<file path="config.mk">
export PLATFORM = sky130hd
export DESIGN_NAME = step_segment_sequencer
export DESIGN_NICKNAME = d
export VERILOG_FILES = /design/src/rtl/step_segment_sequencer.sv
export SDC_FILE = /design/constraint.sdc
export NUM_CORES = 1
export LEC_CHECK = 0
export CAP_MARGIN = 20
export CORE_MARGIN = 2
export CORE_UTILIZATION = 45
export CTS_CLUSTER_DIAMETER = 60
export DETAILED_ROUTE_END_ITERATION = 10
export PLACE_DENSITY = 0.62
export SKIP_CTS_REPAIR_TIMING = 1
export SYNTH_ARGS = -nofsm -noshare
export SYNTH_HDL_FRONTEND = slang
export SYNTH_SLANG_ARGS = --single-unit
</file>
<file path="constraint.sdc">
create_clock -name clk -period 7.45 [get_ports clk]
set_clock_uncertainty 0.1 [all_clocks]
set_input_delay 1.8625 -clock clk [delete_from_list [all_inputs] [get_ports clk]]
set_output_delay 1.8625 -clock clk [all_outputs]
set_load 0.01 [all_outputs]
</file>
<file path="src/rtl/step_segment_sequencer.sv">
// Pops 4-word motion records from the record FIFO and plays each one out as a
// timed step pulse train with direction. Optional: STEP_SEGMENT_SEQUENCER_UNDERRUN_COUNT_EN.
module step_segment_sequencer #(
    parameter int unsigned WORD_SIZE    = 8,
    parameter int unsigned RECORD_WORDS = 4,
    parameter int unsigned PULSE_WIDTH  = 16,
    parameter int unsigned PERIOD_WIDTH = 16
) (
    input  logic                 clk,
    input  logic                 reset,
    input  logic                 enable,
    input  logic                 abort,
    input  logic                 fifo_empty,
    input  logic [WORD_SIZE-1:0] fifo_data,
    output logic                 fifo_read_en,
    output logic                 step,
    output logic                 dir,
    output logic                 busy,
    output logic                 underrun,
    output logic                 seg_done
`ifdef STEP_SEGMENT_SEQUENCER_UNDERRUN_COUNT_EN
    ,
    output logic [7:0]           underrun_count,
    input  logic                 clear_count
`endif
);

    localparam int unsigned RD_W = $clog2(RECORD_WORDS + 1);
    localparam logic [PERIOD_WIDTH-1:0] MIN_PERIOD = PERIOD_WIDTH'(2 * PULSE_WIDTH);
    localparam logic [PERIOD_WIDTH-1:0] PULSE_LEN  = PERIOD_WIDTH'(PULSE_WIDTH);

    localparam logic [1:0] IDLE  = 2'd0;
    localparam logic [1:0] FETCH = 2'd1;
    localparam logic [1:0] LOAD  = 2'd2;
    localparam logic [1:0] RUN   = 2'd3;

    logic [1:0]              state, state_n;
    logic [RD_W-1:0]         rd_cnt, rd_cnt_n;
    logic                    dir_w, dir_w_n;
    logic                    last_w, last_w_n;
    logic                    last_r, last_r_n;
    logic [WORD_SIZE-1:0]    p_lo, p_lo_n;
    logic [PERIOD_WIDTH-1:0] pe_r, pe_n;
    logic [PERIOD_WIDTH-1:0] pcnt, pcnt_n;
    logic [7:0]              scnt, scnt_n;
    logic                    lead, lead_n;
    logic                    abort_pend, abort_pend_n;
    logic                    dir_n, step_n, read_en_n, underrun_n, seg_done_n;
    logic [PERIOD_WIDTH-1:0] p_full;

    // State register plus registered outputs
    always_ff @(posedge clk) begin
        if (reset) begin
            state        <= IDLE;
            rd_cnt       <= '0;
            dir_w        <= 1'b0;
            last_w       <= 1'b0;
            last_r       <= 1'b0;
            p_lo         <= '0;
            pe_r         <= '0;
            pcnt         <= '0;
            scnt         <= '0;
            lead         <= 1'b0;
            abort_pend   <= 1'b0;
            dir          <= 1'b0;
            step         <= 1'b0;
            fifo_read_en <= 1'b0;
            underrun     <= 1'b0;
            seg_done     <= 1'b0;
            busy         <= 1'b0;
        end else begin
            state        <= state_n;
            rd_cnt       <= rd_cnt_n;
            dir_w        <= dir_w_n;
            last_w       <= last_w_n;
            last_r       <= last_r_n;
            p_lo         <= p_lo_n;
            pe_r         <= pe_n;
            pcnt         <= pcnt_n;
            scnt         <= scnt_n;
            lead         <= lead_n;
            abort_pend   <= abort_pend_n;
            dir          <= dir_n;
            step         <= step_n;
            fifo_read_en <= read_en_n;
            underrun     <= underrun_n;
            seg_done     <= seg_done_n;
            busy         <= (state_n != IDLE);
        end
    end

    // Next-state and next-output logic
    always_comb begin
        state_n      = state;
        rd_cnt_n     = rd_cnt;
        dir_w_n      = dir_w;
        last_w_n     = last_w;
        last_r_n     = last_r;
        p_lo_n       = p_lo;
        pe_n         = pe_r;
        pcnt_n       = pcnt;
        scnt_n       = scnt;
        lead_n       = lead;
        abort_pend_n = abort_pend;
        dir_n        = dir;
        step_n       = 1'b0;
        read_en_n    = 1'b0;
        underrun_n   = 1'b0;
        seg_done_n   = 1'b0;
        p_full       = PERIOD_WIDTH'({fifo_data, p_lo});

        case (state)
            IDLE: begin
                if (enable && !fifo_empty) begin
                    state_n      = FETCH;
                    read_en_n    = 1'b1;
                    rd_cnt_n     = '0;
                    abort_pend_n = 1'b0;
                end
            end
            FETCH: begin
                // Reads always run to completion so the FIFO stays record-aligned
                rd_cnt_n = rd_cnt + RD_W'(1);
                if (abort) abort_pend_n = 1'b1;
                if (rd_cnt == RD_W'(1)) begin
                    dir_w_n  = fifo_data[0];
                    last_w_n = fifo_data[7];
                end else if (rd_cnt == RD_W'(2)) begin
                    scnt_n = 8'(fifo_data);
                end else if (rd_cnt == RD_W'(3)) begin
                    p_lo_n = fifo_data;
                end
                if (rd_cnt == RD_W'(RECORD_WORDS - 1)) state_n = LOAD;
                else read_en_n = 1'b1;
            end
            LOAD: begin
                if (abort || abort_pend) begin
                    state_n = IDLE;
                    scnt_n  = '0;
                end else begin
                    state_n  = RUN;
                    dir_n    = dir_w;
                    last_r_n = last_w;
                    pe_n     = (p_full > MIN_PERIOD) ? p_full : MIN_PERIOD;
                    pcnt_n   = '0;
                    lead_n   = 1'b1;
                end
            end
            RUN: begin
                if (abort) begin
                    state_n = IDLE;
                    scnt_n  = '0;
                    pcnt_n  = '0;
                    lead_n  = 1'b0;
                end else if (lead) begin
                    // One setup cycle after dir changes, then the first period starts
                    lead_n = 1'b0;
                    pcnt_n = pe_r - PERIOD_WIDTH'(1);
                    step_n = (scnt != 8'd0);
                end else if (pcnt != '0) begin
                    pcnt_n     = pcnt - PERIOD_WIDTH'(1);
                    step_n     = (scnt != 8'd0) && ((pe_r - pcnt) < PULSE_LEN);
                    seg_done_n = (pcnt == PERIOD_WIDTH'(1)) && (scnt <= 8'd1);
                end else if (scnt > 8'd1) begin
                    scnt_n = scnt - 8'd1;
                    pcnt_n = pe_r - PERIOD_WIDTH'(1);
                    step_n = 1'b1;
                end else begin
                    scnt_n = '0;
                    if (enable && !fifo_empty) begin
                        state_n      = FETCH;
                        read_en_n    = 1'b1;
                        rd_cnt_n     = '0;
                        abort_pend_n = 1'b0;
                    end else begin
                        state_n    = IDLE;
                        underrun_n = !last_r && enable;
                    end
                end
            end
            default: state_n = IDLE;
        endcase
    end

`ifdef STEP_SEGMENT_SEQUENCER_UNDERRUN_COUNT_EN
    // Saturating underrun event counter; a coincident clear wins
    always_ff @(posedge clk) begin
        if (reset)
            underrun_count <= '0;
        else if (clear_count)
            underrun_count <= '0;
        else if (underrun && (underrun_count != 8'hFF))
            underrun_count <= underrun_count + 8'd1;
    end
`endif

endmodule
</file>
Yosys cells after proc, flatten, opt, wreduce, memory -nomap -nowiden
Index checks and enable logic that the tools add are counted.
Word-level totals
  bits in registers: 64
  input port bits: 13
  output and inout port bits: 6
  word-level logic and storage cells: 124
Cells by class
  $add $sub $neg: 5
  eq/ne operators: 19
  magnitude comparators: 4
  reductions and logical operators: 25
  mux-type cells: 49
  bitwise gates (word level): 5
Operators with widths (number)
  16-bit two-way mux: 6
  8-bit two-way mux: 7
  16-bit one-hot mux with 2 select lines: 1
  16-bit by 1-bit subtractor with 16-bit output (second input constant): 2
  8-bit one-hot mux with 3 select lines: 1
  2-bit inequality test (second input constant): 9
  1-bit two-way mux: 17
  16-bit by 1-bit == test with 1-bit output (second input constant): 1
  16-bit by 6-bit > comparator with 1-bit output (second input constant): 1
  16-bit by 5-bit less-than comparator with 1-bit output (second input constant): 1
  16-bit nonzero test: 1
  16-bit subtractor: 1
  3-bit two-way mux: 5
  2-bit two-way mux: 7
  6-bit AND reduction: 2
  3-bit one-hot mux with 3 select lines: 1
  8-bit by 1-bit > comparator with 1-bit output (second input constant): 1
  8-bit by 1-bit <= comparator with 1-bit output (second input constant): 1
  2-bit one-hot mux with 4 select lines: 1
  8-bit nonzero test: 1
  8-bit by 1-bit subtractor with 8-bit output (second input constant): 1
  7-bit OR reduction: 1
  3-bit by 2-bit == test with 1-bit output (second input constant): 2
  3-bit inequality test (second input constant): 2
  20 further kinds: 34

Longest topological paths before layout
Gate-level depths: netlist of run 1.
  depth after elaboration: 9
  gate-level depth with buffers: 12
  gate-level depth less buffers: 10

Least setup slack after synthesis of run 1
Ideal clock, no wire load.
  kind: input port to flip-flop
  start point: input abort
  end point: register scnt[6]
  buffers on the path: 2
  setup slack: 4199 ps
  setup time: 128 ps
  cell stages on the path: 7
  arrival time: 3023 ps
  required time: 7222 ps
  cell sequence: or2_2 > clkbuf_1 > o21a_1 > o21a_1 > clkbuf_1 > a22oi_1 > nor2_1
On the way
  cells in the longest elaborated chain, start to end: 3
  elaborated cells on any way between the ends: 7
  those cells by class: eq/ne (3); mux (2); reduce/logical (2)
RTL lines
  start: declaration: line 12  | input logic abort,
  1-bit logical OR: line 137  | if (abort || abort_pend) begin
  2-bit inequality test (no source line)
  6-bit AND reduction (no source line)
  end signal: assignment: line 80  | scnt <= scnt_n;
  end: declaration: line 45  | logic [7:0] scnt, scnt_n;
Several ways; a longest one is shown, not always the timed one.
A chain may end at the register's enable or synchronous reset.

Worst setup path after layout of run 1
  start point: input abort
  end point: register pcnt[0]
On the way
  cells in the longest elaborated chain, start to end: 3
  elaborated cells on any way between the ends: 6
  those cells by class: eq/ne (2); mux (2); reduce/logical (2)
RTL lines
  1-bit logical OR: line 137
  2-bit inequality test (no source line)
  3-bit AND reduction (no source line)
  end signal: assignment: line 79  | pcnt <= pcnt_n;
  end: declaration: line 44  | logic [PERIOD_WIDTH-1:0] pcnt, pcnt_n;
Several ways; a longest one is shown, not always the timed one.

==> results.json, run 1 <==
{
  "slowest_delay_ps": 720,
  "grt_max_degree": 62,
  "total_power_uw": 750,
  "nFillCells": 931,
  "rsz0062_at_grt": "false",
  "ios": 19,
  "gp_congestion": 0.886,
  "yosysSeqAreaShare": 0.306,
  "grtUsageTotal": 0.235,
  "min-delay-start": "dir_w$_SDFFE_PP0P_",
  "synthesis.area_sq_mm": 0.00419,
  "area.growth.synth_to_final_pct": 10.5,
  "min_path_cells": 2,
  "dr.pass1.iters": 5,
  "post-dp-hpwl_um": 7960,
  "min_period_ps": 4080,
  "first_global_vias": 3883,
  "min_path_type": "reg -> reg",
  "grt_first_pass_wirelength_um": 19000,
  "die_w_um": 100,
  "path_cells": "clkdlybuf4s50_1, nor3_1, nand2_1, o21a_1, nor4_1, a221oi_2, nor2_1",
  "routed-wl-met2_um": 5290,
  "arrival_ps": 4200,
  "tightest_slew_ps": 771,
  "crit_type": "in -> reg",
  "wl_met3_um": 477,
  "status": "finished, final reports clean",
  "synth_compound_area_frac": 0.211,
  "initial_core_util": 0.458,
  "cp_max_fo": 21,
  "min_to": "dir$_SDFFE_PP0P_",
  "period_share": 0.548,
  "slew_headroom": 0.485,
  "path_clk_slew_ps": 80,
  "synth_warnings": 0,
  "postSynthCellCount": 562,
  "r2r_end": "pcnt[0]$_SDFFE_PP0P_",
  "r2r-start": "scnt[2]$_SDFFE_PP0P_",
  "drv_cap": 0,
  "p_clk_frac": 0.496,
  "synth_seq_cells": 64,
  "swShare": 0.217,
  "synth_top_cell_by_area": "dfxtp_1",
  "dr.max_layer_used": "met4",
  "wl_um": 11000,
  "clock-sinks": 64,
  "seqPwrFrac": 0.462,
  "num_antenna_cells": 0,
  "leakagePower_nw": 1.87,
  "die_y_um": 100,
  "drt-initial-drc-count": 218,
  "critPathLaunchType": "primary input",
  "ctsRootBufferMaster": "clkbuf_8",
  "synthTopCellsByCount": "70 x nand2_1, 68 x nor2_1, 64 x dfxtp_1",
  "gr-total-overflow": 0,
  "ys_async_sr_fraction": 0,
  "crit_slowest_cell": "o21a_1",
  "r2r_slack_ps": 4070,
  "switchingPower_uw": 163,
  "io_buffers": 18,
  "reg2reg_depth": 8,
  "slew_violations": 0,
  "combPwrFrac": 0.042,
  "die_area_sq_mm": 0.0101,
  "yosysMostFrequentCell": "nand2_1",
  "drive_above_1_share": 0.0579,
  "wl_met1_um": 5160,
  "syn_avg_cell_area_sq_um": 7.45,
  "numCtsBuffers": 9,
  "vias": 3987,
  "antenna_found_initial": 0,
  "synth.top_cell.area_share": 0.306,
  "ys_types": 59,
  "synth-xor-area-share": 0.0565,
  "clk_latency_ps": 350,
  "cts_buffer_depth": 2,
  "report.final.setup_viol": 0,
  "synthAdderAreaFrac": 0.0687,
  "final_nets": 602,
  "viasPerCell": 5.85,
  "core_area_sq_mm": 0.00915,
  "synth_top_family_by_area": "simple AND/OR/NAND/NOR gates",
  "synthFlopType": "dfxtp_1",
  "wl_per_cell_um": 16.2,
  "yosys-top-cells-area": "dfxtp_1 31%, ha_1 6.9%, a21oi_1 6.3%",
  "syn-num-nets": 598,
  "synthSimpleGateAreaFrac": 0.266,
  "stdcell_count": 681,
  "max-vdd-ir-drop_v": 0.0000802,
  "powerDensity_mw_per_mm2": 162,
  "h-tree-depth": 3,
  "drc_errors": 0,
  "cts_tree": "done",
  "cp-end-kind": "flop",
  "rows": 35,
  "fmax_mhz": 245,
  "synthMuxAreaShare": 0.0290,
  "cp.required_ps": 7570,
  "internal-power_uw": 587,
  "hold_viol": 0,
  "dp.cells": 666,
  "antenna_left": 0,
  "finalSetupTns_ps": 0,
  "synth-edff-count": 0
}
-- state kept, by name, summed over array words and instances, names as in the netlist --
register,cells
dir,1
scnt,8
pe_r,16
pcnt,16
dir_w,1
lead,1
step,1
rd_cnt,3
underrun,1
abort_pend,1
last_w,1
state,2
busy,1
p_lo,8
seg_done,1
fifo_read_en,1
last_r,1
-- per-stage QoR --
stage | hold slack (ps) | util | worst slack, ps | area (sq um)
floorplan | 331 | - | 4200 | 4190
global placement | 348 | 0.478 | 3120 | 4380
detailed placement | 349 | 0.479 | 3050 | 4390
CTS | 362 | 0.506 | 3430 | 4630
global route | 388 | 0.506 | 3200 | 4630
finish | 358 | 0.506 | 3370 | 4630
-- worst max-delay path: cells and delay by family --
family	cells	cell delay [ps]
simple gates	4	790
buf+inv	1	600
compound gates	2	920
-- per-layer routing --
| layer | GRT usage | vias to the layer above |
|---|---|---|
| met2 | 0.389 | 90 |
| met4 | 0.0674 | 0 |
| met1 | 0.312 | 1880 |
| met5 | 0 | - |
| met3 | 0.0451 | 12 |
| li1 | - | 2005 |
-- cell type report --
class | instances | area (sq um) | area share
Clock buffer | 10 | 138 | 0.0297
Tap cell | 111 | 139 | 0.0300
Clock inverter | 5 | 105 | 0.0227
Sequential cell | 64 | 1280 | 0.277
Multi-Input combinational cell | 438 | 2650 | 0.571
Timing Repair Buffer | 22 | 205 | 0.0443
Inverter | 31 | 116 | 0.0251
-- placed cells by master, fill, tap and decap left out, drive strengths merged, types with 17 or more instances in the layout --
master,instances
a21oi,54
clkdlybuf4s50,17
dfxtp,64
ha,23
inv,30
nand2,70
nand3,17
nor2,69
nor3,18
o21ai,27
-- logic make-up (layout without fill, tap and decap cells) --
| logic type | Yosys count | count (layout) |
|---|---|---|
| AOI/OAI and AO/OA | 141 | 141 |
| xor gates and xnor gates | 27 | 27 |
| adders and majority gates | 23 | 23 |
| buffers and inverters | 60 | 68 |
| DFF | 64 | 64 |
| muxes | 12 | 12 |
| and+or+nand+nor | 235 | 235 |
-- worst max path at each step --
stage	start	to	slack (ps)	depth (start not counted)
floorplan	abort	scnt[6]$_SDFFE_PP0P_	4200	7
global placement	abort	pcnt[0]$_SDFFE_PP0P_	3120	7
detailed placement	abort	pcnt[0]$_SDFFE_PP0P_	3050	7
CTS	abort	pcnt[0]$_SDFFE_PP0P_	3430	7
global route	abort	pcnt[0]$_SDFFE_PP0P_	3200	7
finish	abort	pcnt[0]$_SDFFE_PP0P_	3370	7
-- power groups by stage --
stage                     registers (mW)  clock network, mW  logic, mW
after floorplan                    0.354                  0     0.0178
after detailed placement           0.355                  0     0.0311
final                              0.347              0.372     0.0312
after global placement             0.355                  0     0.0310
after CTS                          0.347              0.379     0.0312
after global routing               0.347              0.395     0.0346
Power figures use the tool's default switching activity.
==> run 2, diff against run 1 <==
==> constraint.sdc (replaced) <==
create_clock -name clk -period 4.3 [get_ports clk]
set_clock_uncertainty 0.1 [all_clocks]
set_input_delay 1.075 -clock clk [delete_from_list [all_inputs] [get_ports clk]]
set_output_delay 1.075 -clock clk [all_outputs]
set_load 0.01 [all_outputs]
==> run 2 against run 1 <==
Net effect:
- first-iteration DRC count down 2.8%
- worst hold slack worse by 0.95 ps
- combinational power up 78%
- die area unchanged
- clock power up 65%
- clock-buffer cell count up 1
- wire length down 0.24%
- sequential cell count unchanged
- power up 69%
==> results.json, run 2 (synthesis gave the netlist of run 1 again) <==
{
  "internal-power_uw": 978,
  "numCtsBuffers": 9,
  "path_clk_slew_ps": 80,
  "vias": 3976,
  "slowest_delay_ps": 590,
  "layout.cells.most_common": "nand2_1",
  "crit_slowest_cell": "or4_4",
  "core_area_sq_mm": 0.00915,
  "cts_buffer_depth": 2,
  "slew_violations": 0,
  "status": "finished, final reports clean",
  "ctsRootBufferMaster": "clkbuf_8",
  "critPathBufInv": 0,
  "post-dp-hpwl_um": 7980,
  "multi_input_area_sq_mm": 0.00265,
  "first_global_vias": 3635,
  "h-tree-depth": 3,
  "cp.required_ps": 4470,
  "tightest_slew_ps": 753,
  "cp-end-kind": "flop",
  "grtUsageTotal": 0.226,
  "wl_per_cell_um": 16.1,
  "seq_area_sq_mm": 0.00128,
  "initial_core_util": 0.458,
  "seqPwrFrac": 0.473,
  "grt_max_degree": 62,
  "final_nets": 604,
  "num_antenna_cells": 0,
  "setup_ws_ps": 1020,
  "crit_family": "simple AND/OR/NAND/NOR gates",
  "cts_tree": "done",
  "crit_top_cell": "or4_4",
  "powerDensity_mw_per_mm2": 274,
  "drive_above_1_share": 0.0612,
  "area.growth.synth_to_final_pct": 10.8,
  "viasPerCell": 5.82,
  "min_path_type": "reg -> reg",
  "gp_congestion": 0.904,
  "mostFrequentLayoutCells": "70 x nand2_1, 67 x nor2_1, 64 x dfxtp_1",
  "final_core_util": 0.507,
  "antenna_found_initial": 0,
  "rsz0062_at_grt": "false",
  "drc_errors": 0,
  "clock-sinks": 64,
  "dp_slack_ps": 831,
  "wl_um": 11000,
  "grt_first_pass_wirelength_um": 18000,
  "total_power_mw": 1.27,
  "clk_latency_ps": 350,
  "die_y_um": 100,
  "nFillCells": 915,
  "slew_headroom": 0.497,
  "swShare": 0.229,
  "max-vdd-ir-drop_v": 0.000220,
  "cp_max_fo": 18,
  "reg.largest.list": "pcnt (16), pe_r (16)",
  "rows": 35,
  "dr.pass1.iters": 5,
  "io_buffers": 18,
  "p_clk_frac": 0.483,
  "period_share": 0.762,
  "die_area_sq_mm": 0.0101,
  "min_period_ps": 3280,
  "crit_type": "reg -> reg",
  "critPathLaunchType": "flop",
  "combPwrFrac": 0.044,
  "ios": 19,
  "path_cells": "or4_4, or4_4, or3_1, nor2_2, o21a_1, o21ai_0, a21oi_1",
  "die_w_um": 100,
  "gr-total-overflow": 0,
  "hold_viol": 0,
  "report.final.setup_viol": 0,
  "drv_cap": 0,
  "arrival_ps": 3450,
  "drt-initial-drc-count": 212,
  "r2r_slack_ps": 1020,
  "leakagePower_nw": 1.88,
  "antenna_left": 0,
  "switchingPower_uw": 291,
  "fmax_mhz": 305,
  "finalSetupTns_ps": 0
}
## run 2: changes by cell type in the layout (fill, tap and decap cells not counted), sizes merged
cell / delta
inv: +1
clkbuf: +1
clkinvlp: -1
bufinv: -1
buf: +2
## run 2: per-stage QoR
step	area, sq um	instances	hold WS [ps]
floorplan	4190	562	331
global route	4640	683	396
finish	4640	683	357
detailed placement	4390	667	351
global placement	4390	667	344
CTS	4620	682	363
## run 2: metal layers
metal,vias to the layer above,wire (um),GRT usage
met5,-,0,0
met2,89,5330,0.376
met4,0,300,0.0811
li1,2006,-,-
met1,1856,5020,0.290
met3,25,369,0.0472
## run 2: worst paths after layout
check	startpoint	end	depth (start not counted)
max reg2reg	scnt[2]$_SDFFE_PP0P_	pcnt[8]$_SDFFE_PP0P_	7
min reg2reg	dir_w$_SDFFE_PP0P_	dir$_SDFFE_PP0P_	2
min	dir_w$_SDFFE_PP0P_	dir$_SDFFE_PP0P_	2
max	scnt[2]$_SDFFE_PP0P_	pcnt[8]$_SDFFE_PP0P_	7
## run 2: area by class of cell
class	instances	share of cell area
Sequential cell	64	0.276
Tap cell	111	0.0299
Multi-Input combinational cell	438	0.570
Clock inverter	4	0.0164
Clock buffer	11	0.0326
Timing Repair Buffer	24	0.0501
Inverter	31	0.0251
## run 2: worst register-to-register path, cell delays in order (launching register included)
cell and delay (ps):
dfxtp_1 360, or4_4 590, or4_4 530, or3_1 500, nor2_2 120, o21a_1 580
o21ai_0 230, a21oi_1 180
## run 2: power by group through the flow
stage | clock network, mW | logic [mW] | registers, mW
6_report | 0.613 | 0.0555 | 0.601
5_1_grt | 0.649 | 0.0612 | 0.601
4_1_cts | 0.623 | 0.0532 | 0.601
3_5_place_dp | 0 | 0.0530 | 0.614
3_3_place_gp | 0 | 0.0527 | 0.614
2_1_floorplan | 0 | 0.0308 | 0.613
==> run 3, diff against run 2 <==
==> constraint.sdc (replaced) <==
create_clock -name clk -period 3.1 [get_ports clk]
set_clock_uncertainty 0.1 [all_clocks]
set_input_delay 0.775 -clock clk [delete_from_list [all_inputs] [get_ports clk]]
set_output_delay 0.775 -clock clk [all_outputs]
set_load 0.01 [all_outputs]
==> run 3 against run 2 <==
Net effect:
- worst setup slack lost 860 ps
- critical endpoint unchanged
- power rose by 24%
- first-iteration DRC count grew 8.0%
- via count shrank 0.33%
- highest routed layer unchanged
==> results.json, run 3 (synthesis gave the netlist of run 1 again) <==
{
  "dp.cells": 678,
  "ctsRootBufferMaster": "clkbuf_8",
  "reg.largest.list": "pcnt (16), pe_r (16)",
  "drc_errors": 0,
  "multi_input_area_sq_mm": 0.00265,
  "cp.required_ps": 3280,
  "clock-sinks": 64,
  "slowest_delay_ps": 570,
  "gr-total-overflow": 0,
  "fin_area_sq_mm": 0.00467,
  "final_core_util": 0.510,
  "core_area_sq_mm": 0.00915,
  "initial_core_util": 0.458,
  "die_w_um": 100,
  "min_path_type": "reg -> reg",
  "cts_tree": "done",
  "min_period_ps": 2930,
  "final_nets": 615,
  "cts_buffer_depth": 2,
  "path_cells": "or4_4, or4_4, or3_1, nor2_2, o21a_1, buf_4, o21ai_0, a21oi_1",
  "rows": 35,
  "holdWs_ps": 358,
  "h-tree-depth": 3,
  "cp-end-kind": "flop",
  "nFillCells": 899,
  "antenna_found_initial": 0,
  "drt-initial-drc-count": 229,
  "slew_headroom": 0.536,
  "numCtsBuffers": 9,
  "wl_um": 11100,
  "dr.pass1.iters": 4,
  "num_antenna_cells": 0,
  "hold_viol": 0,
  "drive_above_1_share": 0.0822,
  "critPathLaunchType": "flop",
  "rsz0062_at_grt": "false",
  "area.growth.synth_to_final_pct": 11.4,
  "path_clk_slew_ps": 80,
  "crit_slowest_cell": "or4_4",
  "io_buffers": 18,
  "ios": 19,
  "die_y_um": 100,
  "cp_max_fo": 12,
  "mostFrequentLayoutCells": "70 x nand2_1, 67 x nor2_1, 64 x dfxtp_1",
  "leakagePower_nw": 1.91,
  "viasPerCell": 5.70,
  "layout.cells.most_common": "nand2_1",
  "grtUsageTotal": 0.231,
  "report.final.setup_viol": 0,
  "crit_top_cell": "or4_4",
  "gp_congestion": 0.917,
  "post_dp_cell_area_sq_mm": 0.00448,
  "status": "finished, final reports clean",
  "antenna_left": 0,
  "crit_family": "simple AND/OR/NAND/NOR gates",
  "powerDensity_mw_per_mm2": 338,
  "arrival_ps": 3110,
  "die_area_sq_mm": 0.0101,
  "seq_area_sq_mm": 0.00128,
  "slew_violations": 0,
  "stdcell_count": 695,
  "post-dp-hpwl_um": 8290,
  "critPathBufInv": 1,
  "crit_type": "reg -> reg",
  "period_share": 0.946,
  "tightest_slew_ps": 694,
  "grt_first_pass_wirelength_um": 18400,
  "vias": 3963,
  "max-vdd-ir-drop_v": 0.000206,
  "finalSetupTns_ps": 0,
  "first_global_vias": 3643,
  "drv_cap": 0,
  "grt_max_degree": 33,
  "fmax_mhz": 341,
  "wl_per_cell_um": 15.9,
  "clk_latency_ps": 350
}
run 3: changes by cell type in the layout (fill, tap and decap cells not counted), sizes merged:
cell	before	now
bufinv	2	0
clkinv	1	2
buf	7	18
clkinvlp	1	3
clkbuf	11	9
inv	31	33
run 3: per-stage QoR:
step / total power, mW / setup slack [ps]
final: 1.58 / 166
after detailed placement: 0.929 / 213
after global placement: 0.929 / 248
after CTS: 1.60 / 184
after floorplan: 0.893 / 398
after global routing: 1.64 / 27.1
run 3: worst paths after layout:
kind / from / to / slack [ps] / depth (start not counted)
worst min-delay path: last_r$_SDFFE_PP0P_ / last_r$_SDFFE_PP0P_ / 360 / 2
worst max register to register: scnt[2]$_SDFFE_PP0P_ / pcnt[8]$_SDFFE_PP0P_ / 170 / 8
worst max-delay path: scnt[2]$_SDFFE_PP0P_ / pcnt[8]$_SDFFE_PP0P_ / 170 / 8
worst min register to register: last_r$_SDFFE_PP0P_ / last_r$_SDFFE_PP0P_ / 360 / 2
run 3: worst register-to-register path, delay by kind of cell, from the launching register on:
kind / cells / cell delay (ps)
buffers and inverters: 1 / 250
flip-flops: 1 / 360
AO/OA/AOI/OAI: 3 / 520
AND/OR/NAND/NOR: 4 / 1630
run 3: layout make-up:
cell class / instances / area share
multi-input cells: 438 / 0.568
flip-flops and latches: 64 / 0.275
repair buffers: 35 / 0.0649
well taps: 111 / 0.0298
clock buffers: 9 / 0.0265
inverters: 31 / 0.0249
clock inverters: 7 / 0.0115
run 3: power breakdown:
group          internal (mW)  switching, mW  leakage (nW)
sequential             0.827        0.00597         0.516
clock                  0.297          0.370        0.0827
combinational         0.0349         0.0428          1.31
run 3: layer usage:
layer | GRT usage | wire length, um | up-vias | share of wire
met1 | 0.305 | 5240 | 1832 | 0.47
met4 | 0.0822 | 246 | 0 | 0.022
li1 | - | - | 2032 | -
met2 | 0.381 | 5150 | 85 | 0.47
met5 | 0 | 0 | - | 0
met3 | 0.0402 | 440 | 14 | 0.040
